## src/rtl/div_ctrl.sv

```systemverilog
// rtl/div_ctrl.sv - radix-2 restoring integer divide sequencer for the EX stage
//
// Ports:
//   clk         rising-edge clock
//   rst         asynchronous active-high reset
//   start_i     divide request from EX, held until ready_o or annul_i
//   annul_i     abort current/pending divide (pipeline flush), beats start_i
//   signed_i    1 = signed divide (only honoured when DIV_SIGNED_EN is defined)
//   op_a_i      dividend, sampled at acceptance
//   op_b_i      divisor, sampled at acceptance
//   result_o    {remainder, quotient}, registered, held until next completion
//   ready_o     one-cycle result-valid pulse, registered
//   stallreq_o  EX stall request, combinational
//
// Build option: DIV_SIGNED_EN enables signed division; without it all divides
// are unsigned and the magnitude/negation logic is absent.
module div_ctrl #(
  parameter int DATA_W = 32
) (
  input  logic                  clk,
  input  logic                  rst,
  input  logic                  start_i,
  input  logic                  annul_i,
  input  logic                  signed_i,
  input  logic [DATA_W-1:0]     op_a_i,
  input  logic [DATA_W-1:0]     op_b_i,
  output logic [2*DATA_W-1:0]   result_o,
  output logic                  ready_o,
  output logic                  stallreq_o
);

  typedef enum logic [1:0] {S_IDLE, S_BYZERO, S_ON, S_END} state_t;

  localparam int              CNT_W     = $clog2(DATA_W) + 1;
  localparam logic [CNT_W-1:0] LAST_ITER = CNT_W'(DATA_W - 1);

  state_t              r_state;
  logic [CNT_W-1:0]    r_cnt;
  // Holds the dividend magnitude; quotient bits are shifted into the LSBs as
  // dividend bits leave the MSB, so after DATA_W steps it holds the quotient.
  // In BYZERO it carries the raw op_a for the remainder field.
  logic [DATA_W-1:0]   r_dividend;
  logic [DATA_W-1:0]   r_divisor;
  logic [DATA_W-1:0]   r_rem;
  logic [2*DATA_W-1:0] r_result;
  logic                r_ready;

  logic [DATA_W-1:0]   w_a_mag;
  logic [DATA_W-1:0]   w_b_mag;
  logic [DATA_W:0]     w_trial;
  logic [DATA_W:0]     w_diff;
  logic                w_qbit;
  logic [DATA_W-1:0]   w_rem_next;
  logic [DATA_W-1:0]   w_quot_next;
  logic [DATA_W-1:0]   w_quot_fin;
  logic [DATA_W-1:0]   w_rem_fin;
  logic                w_abort;

  // Trial subtract on DATA_W+1 bits; the top bit of the difference is the borrow.
  assign w_trial     = {r_rem, r_dividend[DATA_W-1]};
  assign w_diff      = w_trial - {1'b0, r_divisor};
  assign w_qbit      = ~w_diff[DATA_W];
  assign w_rem_next  = w_qbit ? w_diff[DATA_W-1:0] : w_trial[DATA_W-1:0];
  assign w_quot_next = {r_dividend[DATA_W-2:0], w_qbit};

  assign w_abort = annul_i | ~start_i;

`ifdef DIV_SIGNED_EN
  logic r_neg_q;
  logic r_neg_r;
  logic w_a_neg;
  logic w_b_neg;

  assign w_a_neg    = signed_i & op_a_i[DATA_W-1];
  assign w_b_neg    = signed_i & op_b_i[DATA_W-1];
  assign w_a_mag    = w_a_neg ? -op_a_i : op_a_i;
  assign w_b_mag    = w_b_neg ? -op_b_i : op_b_i;
  // Most-negative / -1 falls out naturally: the magnitude quotient 2^(W-1)
  // is left un-negated and reads back as the most-negative value.
  assign w_quot_fin = r_neg_q ? -w_quot_next : w_quot_next;
  assign w_rem_fin  = r_neg_r ? -w_rem_next  : w_rem_next;
`else
  logic w_unused_signed;

  assign w_unused_signed = signed_i;
  assign w_a_mag         = op_a_i;
  assign w_b_mag         = op_b_i;
  assign w_quot_fin      = w_quot_next;
  assign w_rem_fin       = w_rem_next;
`endif

  always_ff @(posedge clk or posedge rst) begin
    if (rst) begin
      r_state    <= S_IDLE;
      r_cnt      <= '0;
      r_dividend <= '0;
      r_divisor  <= '0;
      r_rem      <= '0;
      r_result   <= '0;
      r_ready    <= 1'b0;
`ifdef DIV_SIGNED_EN
      r_neg_q    <= 1'b0;
      r_neg_r    <= 1'b0;
`endif
    end else begin
      r_ready <= 1'b0;
      case (r_state)
        S_IDLE: begin
          if (start_i && !annul_i) begin
            r_cnt     <= '0;
            r_rem     <= '0;
            r_divisor <= w_b_mag;
`ifdef DIV_SIGNED_EN
            r_neg_q   <= w_a_neg ^ w_b_neg;
            r_neg_r   <= w_a_neg;
`endif
            if (op_b_i == '0) begin
              r_dividend <= op_a_i;
              r_state    <= S_BYZERO;
            end else begin
              r_dividend <= w_a_mag;
              r_state    <= S_ON;
            end
          end
        end
        S_BYZERO: begin
          if (w_abort) begin
            r_state <= S_IDLE;
          end else begin
            r_result <= {r_dividend, {DATA_W{1'b1}}};
            r_ready  <= 1'b1;
            r_state  <= S_END;
          end
        end
        S_ON: begin
          if (w_abort) begin
            r_state <= S_IDLE;
          end else begin
            r_rem      <= w_rem_next;
            r_dividend <= w_quot_next;
            r_cnt      <= r_cnt + CNT_W'(1);
            if (r_cnt == LAST_ITER) begin
              r_result <= {w_rem_fin, w_quot_fin};
              r_ready  <= 1'b1;
              r_state  <= S_END;
            end
          end
        end
        S_END:   r_state <= S_IDLE;
        default: r_state <= S_IDLE;
      endcase
    end
  end

  assign result_o   = r_result;
  assign ready_o    = r_ready;
  // Gated by rst so the request drops the moment reset is asserted.
  assign stallreq_o = ~rst & ~annul_i &
                      (((r_state == S_IDLE) & start_i) |
                       (r_state == S_BYZERO) | (r_state == S_ON));

endmodule
```

## config.mk

```make
export PLATFORM = sky130hd
export DESIGN_NAME = div_ctrl
export DESIGN_NICKNAME = d
export VERILOG_FILES = /design/src/rtl/div_ctrl.sv
export SDC_FILE = /design/constraint.sdc
export NUM_CORES = 1
export LEC_CHECK = 0
export CAP_MARGIN = 25
export CORE_MARGIN = 3
export CORE_UTILIZATION = 30
export CTS_BUF_LIST = sky130_fd_sc_hd__clkbuf_4 sky130_fd_sc_hd__clkbuf_8 sky130_fd_sc_hd__clkbuf_16
export CTS_CLUSTER_DIAMETER = 80
export CTS_CLUSTER_SIZE = 40
export DETAILED_ROUTE_END_ITERATION = 10
export SYNTH_ARGS = -nofsm -noshare
export SYNTH_HDL_FRONTEND = slang
export SYNTH_SLANG_ARGS = --single-unit
```

## constraint.sdc

```tcl
create_clock -name clk -period 10.3 [get_ports clk]
set_clock_uncertainty 0.15 [all_clocks]
set_input_delay 2.06 -clock clk [delete_from_list [all_inputs] [get_ports clk]]
set_output_delay 2.06 -clock clk [all_outputs]
set_load 0.01 [all_outputs]
```

==> out/metrics.yaml <==
outcome:
  status: "complete, no violations"
grt:
  antenna_found_initial: 1
  grt_max_degree: 99
  gr-total-overflow: 0
  grt_pass1_wl_mm: 44.0
  grt_pass1_vias: 7874
  grt_usage: 0.167
sta:
  hold_viol_final: 0
  post-route-period-util: 0.539
  slew_violations: 0
  period_needed_ns: 5.55
  rsz0062_at_grt: "no"
  finalSetupViolCount: 0
  worst_pin_slew_ns: 0.963
  clock.fmax_ghz: 0.180
  max_slew_margin: 0.357
  tns_ns: 0
floorplan:
  die_h_um: 183
  start_util: 0.305
  rows: 64
  core_sq_um: 30700
  pin_count: 135
  die_x_um: 183
  die_area_sq_um: 33300
placement:
  globalplace.congestion: 0.863
  port_buffers: 133
  place_area_sq_um: 11000
  dp_hpwl_mm: 19.9
cts:
  cts-buffers-inserted: 17
  clockBufferDepth: 2
  clk_pin_slew_worst_paths_ns: 0.07
  cts_resized: 0
  htree_levels: 4
  clk-insertion-delay-late_ns: 0.43
  cts_sinks: 169
  cts_tree: "built"
  cts_setup_buffers: 0
  cts-root-buf: "clkbuf_16"
  cts_hold_buffers: 0
final_layout:
  area.growth.synth_to_final_pct: 25.1
  final_nets: 1191
  n_fill_cell: 3103
  stdcell_area_sq_um: 11700
  diodes: 0
  drive_above_1_share: 0.0884
pwr:
  p_sw_uw: 1830
  pwr-share-comb: 0.549
  swShare: 0.435
  clkPwrFrac: 0.165
  p_seq_frac: 0.285
  vdd_drop_max_v: 0.000196
  p_per_area_nw_per_um2: 359
  p_leak_uw: 0.00489
  intPower_uw: 2380
worst_setup_path:
  path_cells: "clkdlybuf4s50_1, a211oi_1, nor3_1, clkdlybuf4s50_1"
  critPathMaxFanout: 3
  end_kind: "primary output"
  start_kind: "input pin"
  slowest_stage: "clkdlybuf4s50_1"
  crit_required_ns: 8.09
  crit_top_cell: "clkdlybuf4s50_1"
  max_stage_delay_ns: 0.56
  worst-setup-path-type: "in2out"
  cp.arrival_ns: 3.34
hold_path:
  hp-class: "reg2reg"
synth:
  yosysWarnings: 0
  syn-num-nets: 1085
  yosys.cell_types.count: 64
  ys_seq_area_frac: 0.452
  post-synth-top-count-cell: "dfrtp_1"
  synth-seq-cells: 169
  synth_area_leader_cell: "dfrtp_1"
  syn_avg_cell_area_sq_um: 9.56
  syn_inst: 978
  synth_common_cells: "dfrtp_1 (169), nand2_1 (131), o21ai_0 (90), a21oi_1 (59), clkbuf_1 (42)"
  synth_area_leaders: "dfrtp_1 (45%), nand2_1 (5.3%), ha_1 (5.0%)"
  syn-cell-area_sq_um: 9350
  synth_ff_type: "dfrtp_1"
  synth-edff-count: 0
  synth.top_cell.area_share: 0.452
  ys_async_sr_fraction: 1.00
detailed_routing:
  vias: 7844
  wl_per_cell_um: 18.7
  final_antenna_net_count: 0
  drc_errors: 0
  avgViaCountPerCell: 5.25
  first_pass_iters: 5
  wl_mm: 27.9
  first_iter_violations: 427
job:
  drv_cap: 0
==> metrics by stage <==
stage	std cells	worst slack, ns	hold WS, ns	util	power [uW]
floorplan	978	3.51	0.300	-	2770
global placement	1459	4.73	0.323	0.360	3470
detailed placement	1459	4.75	0.339	0.360	3500
CTS	1491	4.74	0.352	0.380	4220
global route	1493	4.68	0.371	0.382	4550
finish	1493	4.75	0.344	0.382	4210
==> final timing paths <==
check	start	to	slack, ns	cells after the start
max in group asynchronous	rst	result_o[1]	6.88	4
min reg2reg	result_o[60]	result_o[60]	0.34	2
max	start_i	stallreq_o	4.75	4
min in group asynchronous	rst	r_dividend[21]	2.06	2
min	result_o[60]	result_o[60]	0.34	2
max reg2reg	r_dividend[31]	result_o[39]	6.12	11
==> final cells by class <==
type / count / area [sq um] / area share
Clock buffer: 21 / 474 / 0.0405
Clock inverter: 11 / 160 / 0.0137
Inverter: 40 / 155 / 0.0133
Multi-Input combinational cell: 713 / 4760 / 0.407
Sequential cell: 169 / 4230 / 0.361
Tap cell: 396 / 495 / 0.0423
Timing Repair Buffer: 143 / 1430 / 0.122
==> registers in the layout (all words and copies together) (netlist names) <==
signal / cells
ready_o: 1
r_rem: 32
r_cnt: 6
r_divisor: 32
result_o: 64
r_state: 2
r_dividend: 32
==> critical path, delay by kind of cell <==
kind	cells	cell delay (ns)
AOI/OAI and AO/OA	1	0.09
and+or+nand+nor	1	0.14
buffers and inverters	2	1.06
==> per-layer routing <==
| layer | vias to the layer above | part of all wire | track usage |
|---|---|---|---|
| li1 | 3784 | - | - |
| met5 | - | 0 | 0 |
| met2 | 185 | 0.49 | 0.284 |
| met1 | 3845 | 0.45 | 0.219 |
| met4 | 0 | 0.020 | 0.0478 |
| met3 | 30 | 0.041 | 0.0273 |
==> cell usage in the layout, fill, tap and decap left out, drive strengths merged, types with 13 or more instances in the layout <==
cell type      Yosys  final
xor2              17     17
ha                37     37
clkdlybuf4s50      0    133
nor2              32     32
nand2            131    131
mux2i             41     41
or3               25     25
a31oi             31     31
o21ai            108    108
mux2              33     33
inv               40     43
clkbuf            43     21
a21o              13     13
a21oi             63     63
dfrtp            169    169
o22a              31     31
and3              15     15
==> logic make-up after synthesis <==
logic type	count (synthesis)	share of synthesized area
AO/OA/AOI/OAI	308	0.210
XOR/XNOR	29	0.0272
adder cells (fa/ha/maj)	38	0.0516
buffers and inverters	96	0.0424
flip-flops	169	0.452
multiplexers	74	0.0836
AND/OR/NAND/NOR	264	0.133
==> power groups by stage <==
stage / Combinational, uW / Clock (uW) / Sequential (uW)
final: 2310 / 696 / 1200
after detailed placement: 2290 / 0 / 1210
after global routing: 2570 / 739 / 1240
after global placement: 2260 / 0 / 1210
after CTS: 2300 / 711 / 1200
after floorplan: 1580 / 0 / 1190
No activity file was read; power rests on OpenSTA's default activity.
